==> src/rtl/lfsr_draw_engine.sv <==
// lfsr_draw_engine: XNOR-feedback Fibonacci LFSR with a request/valid draw
// handshake, seed loading, optional free-running and STEPS shifts per draw.
// The draw value q feeds the game FSM as code / direction / rotation fields.
//
// Optional build macro: LFSR_LOCKUP_GUARD_EN
//   defined   -> a shift that starts from the all-ones state loads SEED
//                (or 0 if SEED is all-ones) and sets the sticky lockup flag.
//   undefined -> no detection; lockup is tied low and all-ones persists.
//
// Handshake: draw_req is sampled only while busy is low (IDLE). An accepted
// request produces exactly one draw_valid pulse, in the cycle in which q
// first shows the new draw, unless seed_load or reset aborts it first.
// Requests seen while busy is high are dropped, never queued.
module lfsr_draw_engine #(
  parameter int               WIDTH = 8,
  parameter logic [WIDTH-1:0] TAPS  = 8'h8E,
  parameter int               STEPS = 1,
  parameter logic [WIDTH-1:0] SEED  = '0,
  parameter int               CNT_W = 16
) (
  input  logic             clk,
  input  logic             reset,
  input  logic             seed_load,
  input  logic [WIDTH-1:0] seed,
  input  logic             free_run,
  input  logic             draw_req,
  output logic             busy,
  output logic             draw_valid,
  output logic [WIDTH-1:0] q,
  output logic [3:0]       code,
  output logic [1:0]       direction,
  output logic [1:0]       rotation_duration,
  output logic [CNT_W-1:0] draw_count,
  output logic             lockup
);

  localparam logic [1:0] ST_IDLE  = 2'd0;
  localparam logic [1:0] ST_SHIFT = 2'd1;
  localparam logic [1:0] ST_DONE  = 2'd2;

  localparam logic [7:0] LAST_STEP = 8'(STEPS - 1);

  logic [WIDTH-1:0] lfsr;
  logic [WIDTH-1:0] lfsr_next;
  logic [1:0]       fsm;
  logic [7:0]       step_cnt;
  logic             shift_en;

  // Flags every edge on which the LFSR actually shifts (free-run or draw).
  always_comb begin
    shift_en = 1'b0;
    if (!seed_load) begin
      case (fsm)
        ST_IDLE:  shift_en = free_run && !draw_req;
        ST_SHIFT: shift_en = 1'b1;
        default:  shift_en = 1'b0;
      endcase
    end
  end

`ifdef LFSR_LOCKUP_GUARD_EN
  localparam logic [WIDTH-1:0] ALL_ONES  = '1;
  localparam logic [WIDTH-1:0] GUARD_VAL = (SEED == ALL_ONES) ? '0 : SEED;

  // Next LFSR value; escapes the all-ones lock-up state instead of shifting.
  always_comb begin
    lfsr_next = {lfsr[WIDTH-2:0], ~^(lfsr & TAPS)};
    if (&lfsr) lfsr_next = GUARD_VAL;
  end

  // Sticky flag: set by any shift that started from all-ones, cleared by reset.
  always_ff @(posedge clk) begin
    if (!reset) begin
      lockup <= 1'b0;
    end else if (shift_en && (&lfsr)) begin
      lockup <= 1'b1;
    end
  end
`else
  // Next LFSR value: plain XNOR Fibonacci shift.
  always_comb begin
    lfsr_next = {lfsr[WIDTH-2:0], ~^(lfsr & TAPS)};
  end

  assign lockup = 1'b0;
`endif

  // Draw FSM, LFSR state, step counter, output register and draw counter.
  always_ff @(posedge clk) begin
    if (!reset) begin
      lfsr       <= SEED;
      fsm        <= ST_IDLE;
      step_cnt   <= 8'd0;
      q          <= '0;
      draw_count <= '0;
    end else if (seed_load) begin
      // Seed load aborts any draw: q and draw_count are left untouched.
      lfsr     <= seed;
      fsm      <= ST_IDLE;
      step_cnt <= 8'd0;
    end else begin
      case (fsm)
        ST_IDLE: begin
          if (draw_req) begin
            fsm      <= ST_SHIFT;
            step_cnt <= 8'd0;
          end else if (free_run) begin
            lfsr <= lfsr_next;
          end
        end
        ST_SHIFT: begin
          lfsr <= lfsr_next;
          if (step_cnt == LAST_STEP) begin
            q        <= lfsr_next;
            fsm      <= ST_DONE;
            step_cnt <= 8'd0;
          end else begin
            step_cnt <= step_cnt + 8'd1;
          end
        end
        ST_DONE: begin
          fsm        <= ST_IDLE;
          draw_count <= draw_count + 1'b1;
        end
        default: begin
          fsm      <= ST_IDLE;
          step_cnt <= 8'd0;
        end
      endcase
    end
  end

  assign busy              = (fsm != ST_IDLE);
  assign draw_valid        = (fsm == ST_DONE);
  assign code              = q[3:0];
  assign direction         = {q[0], q[2]};
  assign rotation_duration = {q[1], q[3]};

endmodule

==> config.mk <==
export PLATFORM = sky130hd
export DESIGN_NAME = lfsr_draw_engine
export DESIGN_NICKNAME = d
export VERILOG_FILES = /design/src/rtl/lfsr_draw_engine.sv
export SDC_FILE = /design/constraint.sdc
export NUM_CORES = 1
export LEC_CHECK = 0
export CORE_MARGIN = 4
export CORE_UTILIZATION = 47
export DETAILED_ROUTE_END_ITERATION = 6
export GPL_TIMING_DRIVEN = 0
export HOLD_SLACK_MARGIN = 0.08
export PLACE_DENSITY = 0.76
export SLEW_MARGIN = 20
export SYNTH_ARGS = -nofsm -noshare
export SYNTH_HDL_FRONTEND = slang
export SYNTH_SLANG_ARGS = --single-unit
==> constraint.sdc <==
create_clock -name clk -period 2.1 [get_ports clk]
set_input_delay 0.21 -clock clk [delete_from_list [all_inputs] [get_ports clk]]
set_output_delay 0.21 -clock clk [all_outputs]
set_load 0.02 [all_outputs]
# Word level (Yosys, flattened, before mapping)
# Cells that the tools add are included.
dict set report totals {
  out_inout_bits 35
  ff_bits 42
  input_bits 13
  elab_cells 37
}
dict set report op_classes {
  muxes 10
  reduce_logical 11
  addsub 2
  n_bitwise 3
  eq_ne 6
}
# operator n
set op_table {}
lappend op_table {{8-bit 2-to-1 mux} 5}
lappend op_table {{8-bit one-hot mux with 3 select lines} 1}
lappend op_table {{16-bit by 1-bit adder with 16-bit output, second input constant} 1}
lappend op_table {{8-bit one-hot mux with 2 select lines} 1}
lappend op_table {{8-bit by 1-bit adder with 8-bit output, second input constant} 1}
lappend op_table {{8-bit logical NOT} 1}
lappend op_table {{8-bit XNOR reduction} 1}
lappend op_table {{3-bit inequality test, second input constant} 2}
lappend op_table {{2-bit AND reduction} 3}
lappend op_table {{3-bit AND reduction} 2}
lappend op_table {{2-bit 2-to-1 mux} 2}
lappend op_table {{2-bit inequality test, second input constant} 2}
lappend op_table {{2-bit one-hot mux with 2 select lines} 1}
lappend op_table {{1-bit NOT} 3}
lappend op_table {{3-bit nonzero test} 1}
lappend op_table {{2-bit by 1-bit equality test with 1-bit output, second input constant} 1}
lappend op_table {{2-bit equality test, second input constant} 1}
lappend op_table {{2-bit logical NOT} 1}
lappend op_table {{2-bit nonzero test} 1}
lappend op_table {{2-bit OR reduction} 1}

# Logic depth before layout (Yosys ltp)
# Gate-level depths: netlist of run 1.
dict set report logic_depth {
  word_depth 5
  depth_mapped 7
  depth_no_buf 6
}

# Worst setup path after synthesis of run 1
# Ideal clock, no wire load.
dict set report synth_timing {
  kind {register -> register}
  start {reg draw_count[3]}
  end {reg draw_count[14]}
  path_slack_ns 0.483
  synth_period_minus_slack_ns 1.617
  n_path_buf 1
  setup_time_ns 0.070
  stages_incl_launch_ff 6
  required_time_ns 2.030
  arrival_time_ns 1.547
  path_cell_list {dfxtp_1 -> and3_1 -> clkbuf_1 -> nand4_2 -> or4_1 -> a21oi_1}
}
dict set report synth_via {
  elab_chain_cells 1
}
# element line_no
set synth_lines {}
lappend synth_lines {{start, declared} 33} ;# output logic [CNT_W-1:0] draw_count,
lappend synth_lines {{start signal, assigned} 123} ;# draw_count <= draw_count + 1'b1;
lappend synth_lines {{16-bit by 1-bit adder with 16-bit output} 123}
# No other way between the ends.
# A chain may end at the register's enable or synchronous reset.

# Worst setup path in the final report of run 1
dict set report layout_timing {
  start {reg fsm[1]}
  end {out draw_valid}
}
dict set report layout_via {
  elab_chain_cells 1
}
# element line_no
set layout_lines {}
lappend layout_lines {{start, declared} 45} ;# logic [1:0] fsm;
lappend layout_lines {{start signal, assigned} 92} ;# fsm <= ST_IDLE;
lappend layout_lines {{start signal, assigned} 99} ;# fsm <= ST_IDLE;
lappend layout_lines {{start signal, assigned} 105} ;# fsm <= ST_SHIFT;
lappend layout_lines {{2-bit equality test} 134} ;# assign draw_valid = (fsm == ST_DONE);
lappend layout_lines {{end, declared} 28} ;# output logic draw_valid,
# No other way between the ends.

==> impl_metrics.csv, run 1 <==
group,metric,value,unit
outcome,status,"complete, no violations",
route,viasPerCell,5.354,
route,post_drt_wl_per_cell,13.38,um
clocking,cts_buffer_depth,2,
logic_synthesis,async_reset_ff_share,0,%
route,first_pass_iters,4,
job,maxCapViolCount,0,
route,drc,0,
power,clkPwrFrac,39.5,%
placement,gp_congestion,0.8465,
floorplanning,core_area,0.004086,mm2
logic_synthesis,synth-xor-area-share,5.631,%
global_routing,grt.total_usage,17.50,%
logic_synthesis,netlist_area,0.002022,mm2
global_routing,grt_start_max_net_pins,14,
clocking,cts.clk_slew.worst_paths,0.08,ns
route,wl,4.457,mm
floorplanning,num_io_pins,48,
clocking,cts-root-buf,"clkbuf_8",
logic_synthesis,syn_inst,230,
placement,place_hpwl,3.210,mm
global_routing,overflow,0,
global_routing,grt_pass1_wl,7.355,mm
logic_synthesis,post-synth-top-area-fraction,41.58,%
worst_setup_path,critPathBufInv,2,
route,vias,1783,
sta,max_freq,562.9,MHz
logic_synthesis,synth_ff_type,"dfxtp_1",
placement,io_buffers,45,
logic_synthesis,ys_top_cells_by_count,"dfxtp_1 (42), nor2_1 (28), mux2i_1 (19), nand3_1 (15), a21oi_1 (14)",
power,seq_power_share,51.4,%
route,ant_nets,0,
worst_setup_path,slowest_delay,0.62,ns
sta,whs,0.1404,ns
logic_synthesis,synth_area_leader_cell,"dfxtp_1",
final_layout,finalNonFillerCells,333,
clocking,cts_sinks,42,
logic_synthesis,yosysWarnings,0,
logic_synthesis,synth.avg_cell_area,8.791,um2
worst_setup_path,cp_cell_sequence,"inv_1 -> nor2_1 -> clkdlybuf4s50_1",
clocking,ctsHoldBuffers,0,
clocking,cts_tree,"yes",
worst_setup_path,crit_path_start_kind,"flop",
logic_synthesis,yosys_register_bits,42,
logic_synthesis,ys_types,40,
floorplanning,die-area,0.005415,mm2
hold_path,hold_path.class,"input port to flop",
power,powerDensity,606.7,mW/mm2
clocking,cts_setup_buffers,0,
worst_setup_path,critical_path.endpoint_type,"primary output",
clocking,cts-buffers-inserted,5,
final_layout,fillers,372,
logic_synthesis,yosys.area_share.simple,22.09,%
clocking,cts_resized,0,
power,ir_drop,0.4520,mV
final_layout,syn_to_final_growth,30.82,%
worst_setup_path,cp.arrival,1.57,ns
floorplanning,die_h,73.59,um
floorplanning,die_x,73.59,um
power,total_power,0.001605,W
logic_synthesis,synth_seq_area_share,41.58,%
logic_synthesis,synth.most_common_cell,"dfxtp_1",
sta,fin_setup_tns,0,ns
global_routing,grt_pass1_vias,1681,
power,switchingPower,0.0003658,W
logic_synthesis,synth_edf_count,0,
final_layout,fin_nets,298,
logic_synthesis,synth_area_leaders,"dfxtp_1 (42%), mux2i_1 (9.4%), nor2_1 (5.2%)",
clocking,clkLatencyLatePin,0.30,ns
final_layout,drive_above_1_share,8.127,%
power,power_frac_comb,9.1,%
worst_setup_path,path_max_fanout,6,
worst_setup_path,path_delay_family,"buffers and inverters",
worst_setup_path,crit_type,"flop to primary output",
power,intPower,0.001239,W
sta,finalCritPeriodShare,84.60,%
sta,tightest_slew,0.5596,ns
worst_setup_path,worst_path_max_delay_cell,"clkdlybuf4s50_1",
logic_synthesis,synth_fa_ha_area_share,1.856,%
logic_synthesis,synth.area.mux_share,9.406,%
logic_synthesis,synth_top_family_by_area,"simple AND/OR/NAND/NOR gates",
placement,dp_cells,325,
logic_synthesis,syn_nets,246,
sta,grt_setup_unrepaired,"false",
sta,hold_viol,0,
sta,maxSlewViolCount,0,
sta,slew_headroom,62.56,%
sta,layout_min_cycle_time,1.777,ns
global_routing,grt_antenna_before_repair,0,
logic_synthesis,synth_compound_area_share,11.01,%
sta,setup_violations,0,
floorplanning,initial_core_util,49.48,%
worst_setup_path,cp.required,1.89,ns
route,drt_iter0_drc,117,
power,switching_share,22.80,%
final_layout,antenna-diode-count,0,
power,power_leakage,1.069,nW
sta,finClkSkew,0.008928,ns
floorplanning,row_count,23,
clocking,htree_levels,2,
## routing by layer
| metal | global-route usage, % | part of all wire (%) | up-vias |
|---|---|---|---|
| met2 | 27.85 | 47 | 63 |
| met5 | 0 | 0 | - |
| met3 | 5.062 | 6.0 | 8 |
| li1 | - | - | 906 |
| met1 | 22.31 | 46 | 806 |
| met4 | 6.640 | 1.3 | 0 |
## placed cells by master (no fill, tap or decap), drive strengths merged
cell type and instances:
dfxtp 42, nor2 28, o31ai 3, nand2 11, a31oi 2, a22oi 1
and2 2, nor4b 1, nor3 1, and4 3, buf 13, o2111ai 3
a41oi 1, nand2b 5, a221oi 1, o21ai 11, clkbuf 13, xnor2 5
and3 2, ha 3, nor3b 2, bufinv 1, clkinv 1, conb 1
nor4 4, a21o 1, or3 1, clkdlybuf4s50 45, inv 9, xor2 8
clkinvlp 1, mux2i 19, nor2b 1, nand3 15, and4bb 1, a21oi 14
nand4 6, or4 2
## worst paths after layout
path                                     start              to  slack [ns]  depth (start not counted)
worst max-delay path                    fsm[1]      draw_valid        0.32                          3
worst min-delay path                 seed_load         lfsr[0]        0.14                          2
worst max register to register     step_cnt[0]     step_cnt[7]        0.39                          7
worst min register to register  draw_count[15]  draw_count[15]        0.48                          2
## cell families (layout without fill, tap and decap cells)
logic type | Yosys count | count (layout)
simple gates | 85 | 85
flops | 42 | 42
compound gates | 37 | 37
buf+inv | 30 | 83
mux | 19 | 19
xor+xnor | 13 | 13
fa+ha+maj | 3 | 3
other cells | 1 | 1
## layout make-up
class / instances / area, um2 / area share (%)
clock inverters: 2 / 37.54 / 1.419
flip-flops and latches: 42 / 840.8 / 31.79
repair buffers: 45 / 450.4 / 17.03
clock buffers: 6 / 72.57 / 2.744
well taps: 50 / 62.56 / 2.365
plain buffers: 20 / 128.9 / 4.872
inverters: 10 / 37.54 / 1.419
multi-input cells: 158 / 1015 / 38.36
## state kept, by name, indices dropped and copies added, names as in the netlist
register,cells
draw_count,16
fsm,2
lfsr,8
q,8
step_cnt,8
## power groups by stage
stage / combinational [W] / clock (W) / sequential, W
after floorplan: 0.0000912 / 0 / 0.000844
after global routing: 0.000159 / 0.000680 / 0.000828
after detailed placement: 0.000147 / 0 / 0.000844
after CTS: 0.000148 / 0.000647 / 0.000825
after global placement: 0.000145 / 0 / 0.000844
final: 0.000146 / 0.000634 / 0.000825
## metrics by stage
step                      area [um2]  setup WS [ns]  util, %
final                           2645         0.3234    64.73
after global routing            2645         0.2094    64.73
after CTS                       2645         0.2862    64.73
after detailed placement        2535         0.2164    62.03
after global placement          2535         0.2214    62.03
after floorplan                 2022         0.4831        -
Note: power is estimated with default switching activity, not from simulation.
==> run 2, diff against run 1 <==
==> constraint.sdc (replaced) <==
create_clock -name clk -period 1.8 [get_ports clk]
set_input_delay 0.18 -clock clk [delete_from_list [all_inputs] [get_ports clk]]
set_output_delay 0.18 -clock clk [all_outputs]
set_load 0.02 [all_outputs]
==> impl_metrics.csv, run 2 (same netlist as run 1, synthesis figures left out) <==
group,metric,value,unit
clocking,htree_levels,2,
clocking,cts-root-buf,"clkbuf_8",
final_layout,regMostFlops,"draw_count",
global_routing,overflow,0,
route,first_pass_iters,4,
floorplanning,die_x,73.59,um
sta,hold_viol,0,
global_routing,grt_start_max_net_pins,14,
clocking,cts_tree,"yes",
placement,gp_congestion,0.8465,
clocking,cts.clk_slew.worst_paths,0.08,ns
floorplanning,row_count,23,
worst_setup_path,cp.arrival,1.48,ns
global_routing,grt.total_usage,17.50,%
sta,setup_ws,0.1431,ns
final_layout,largest_register_ffs,16,
final_layout,fin_nets,297,
final_layout,fillers,373,
route,ant_nets,0,
final_layout,multi_input_area,0.001021,mm2
final_layout,drive_above_1_share,8.865,%
route,drt_iter0_drc,94,
worst_setup_path,path_max_fanout,9,
sta,grt_setup_unrepaired,"false",
power,ir_drop,0.5246,mV
floorplanning,die_h,73.59,um
placement,io_buffers,45,
clocking,cts_setup_buffers,0,
power,powerDensity,705.5,mW/mm2
worst_setup_path,worst_path_max_delay_cell,"clkdlybuf4s50_1",
route,drc,0,
route,post_drt_wl_per_cell,13.46,um
sta,layout_min_cycle_time,1.657,ns
placement,place_hpwl,3.210,mm
clocking,cts_resized,0,
worst_setup_path,crit_type,"flop to primary output",
placement,place_ws,-0.05358,ns
worst_setup_path,cp_cell_sequence,"buf_6 -> nor2_1 -> inv_1 -> clkdlybuf4s50_1",
sta,setup_violations,0,
global_routing,grt_antenna_before_repair,0,
final_layout,antenna-diode-count,0,
global_routing,grt_pass1_vias,1681,
sta,max_freq,603.5,MHz
global_routing,grt_pass1_wl,7.355,mm
worst_setup_path,cp.required,1.62,ns
route,met2_length,2.127,mm
outcome,status,"complete, no violations",
floorplanning,core_area,0.004086,mm2
clocking,cts_sinks,42,
floorplanning,initial_core_util,49.48,%
hold_path,hold_path.class,"input port to flop",
sta,finalCritPeriodShare,92.05,%
worst_setup_path,slowest_delay,0.53,ns
final_layout,final_cell_mix,"clkdlybuf4s50_1 (44), dfxtp_1 (42), nor2_1 (28)",
final_layout,layout_commonest_cell,"clkdlybuf4s50_1",
route,wl,4.470,mm
job,maxCapViolCount,0,
final_layout,utilization,64.88,%
sta,finClkSkew,0.007525,ns
final_layout,regArea,840.8,um2
worst_setup_path,critical_path.endpoint_type,"primary output",
route,viasPerCell,5.349,
clocking,cts_buffer_depth,2,
power,power_leakage,1.092,nW
clocking,clkLatencyLatePin,0.30,ns
route,top_layer_used,"met4",
floorplanning,die-area,0.005415,mm2
route,wl_met3,222,um
clocking,cts-buffers-inserted,5,
final_layout,syn_to_final_growth,31.13,%
floorplanning,num_io_pins,48,
clocking,ctsHoldBuffers,0,
route,met1Wirelength,2.074,mm
sta,maxSlewViolCount,0,
worst_setup_path,crit_path_start_kind,"flop",
sta,slew_headroom,63.56,%
route,vias,1776,
sta,tightest_slew,0.5446,ns
-- run 2: cell types whose count changed in the layout (fill, tap and decap cells not counted) --
| cell | before | now |
|---|---|---|
| clkbuf_1 | 8 | 6 |
| clkbuf_2 | 0 | 1 |
| clkdlybuf4s50_1 | 45 | 44 |
| dlymetal6s2s_1 | 0 | 1 |
| nor4b_1 | 1 | 0 |
| nor4b_2 | 0 | 1 |
-- run 2: cell type report --
class	count	area share, %
buffer	19	4.766
clock buffer	6	2.737
clock inverter	2	1.416
inverter	10	1.416
multi-input combinational	158	38.51
sequential	42	31.71
tap	50	2.360
timing repair buffer	45	17.08
-- run 2: critical path, delay by kind of cell, from the launching register on --
family	cells	cell delay (ns)
AND/OR/NAND/NOR	1	0.15
flip-flops	1	0.31
buffers and inverters	3	0.71
-- run 2: routing by layer --
layer	GRT usage (%)	up-vias
met4	6.640	0
met1	22.31	822
li1	-	903
met3	5.062	4
met5	0	-
met2	27.85	47
-- run 2: where the power goes --
part / switching, W / total [W] / internal (W)
Combinational: 0.0000855 / 0.000170 / 0.0000848
Clock: 0.000324 / 0.000737 / 0.000414
Sequential: 0.0000160 / 0.000963 / 0.000947
Total: 0.000425 / 0.00187 / 0.00145
-- run 2: final timing paths --
| path | to | depth (start not counted) | slack, ns | startpoint |
|---|---|---|---|---|
| min | lfsr[0] | 2 | 0.11 | seed_load |
| max | busy | 4 | 0.14 | fsm[0] |
| min reg2reg | draw_count[15] | 2 | 0.48 | draw_count[15] |
| max reg2reg | draw_count[12] | 6 | 0.18 | fsm[0] |
-- run 2: per-stage QoR --
stage          hold WS [ns]  area (um2)  TNS (ns)  cells  total power [W]
4_1_cts              0.1041        2645         0    333         0.001890
3_5_place_dp         0.4315        2535   -0.1115    325         0.001156
6_report             0.1101        2651         0    332         0.001871
5_1_grt              0.1050        2651         0    332         0.001945
2_1_floorplan        0.3207        2022         0    230         0.001091
3_3_place_gp         0.4242        2535   -0.1255    325         0.001153
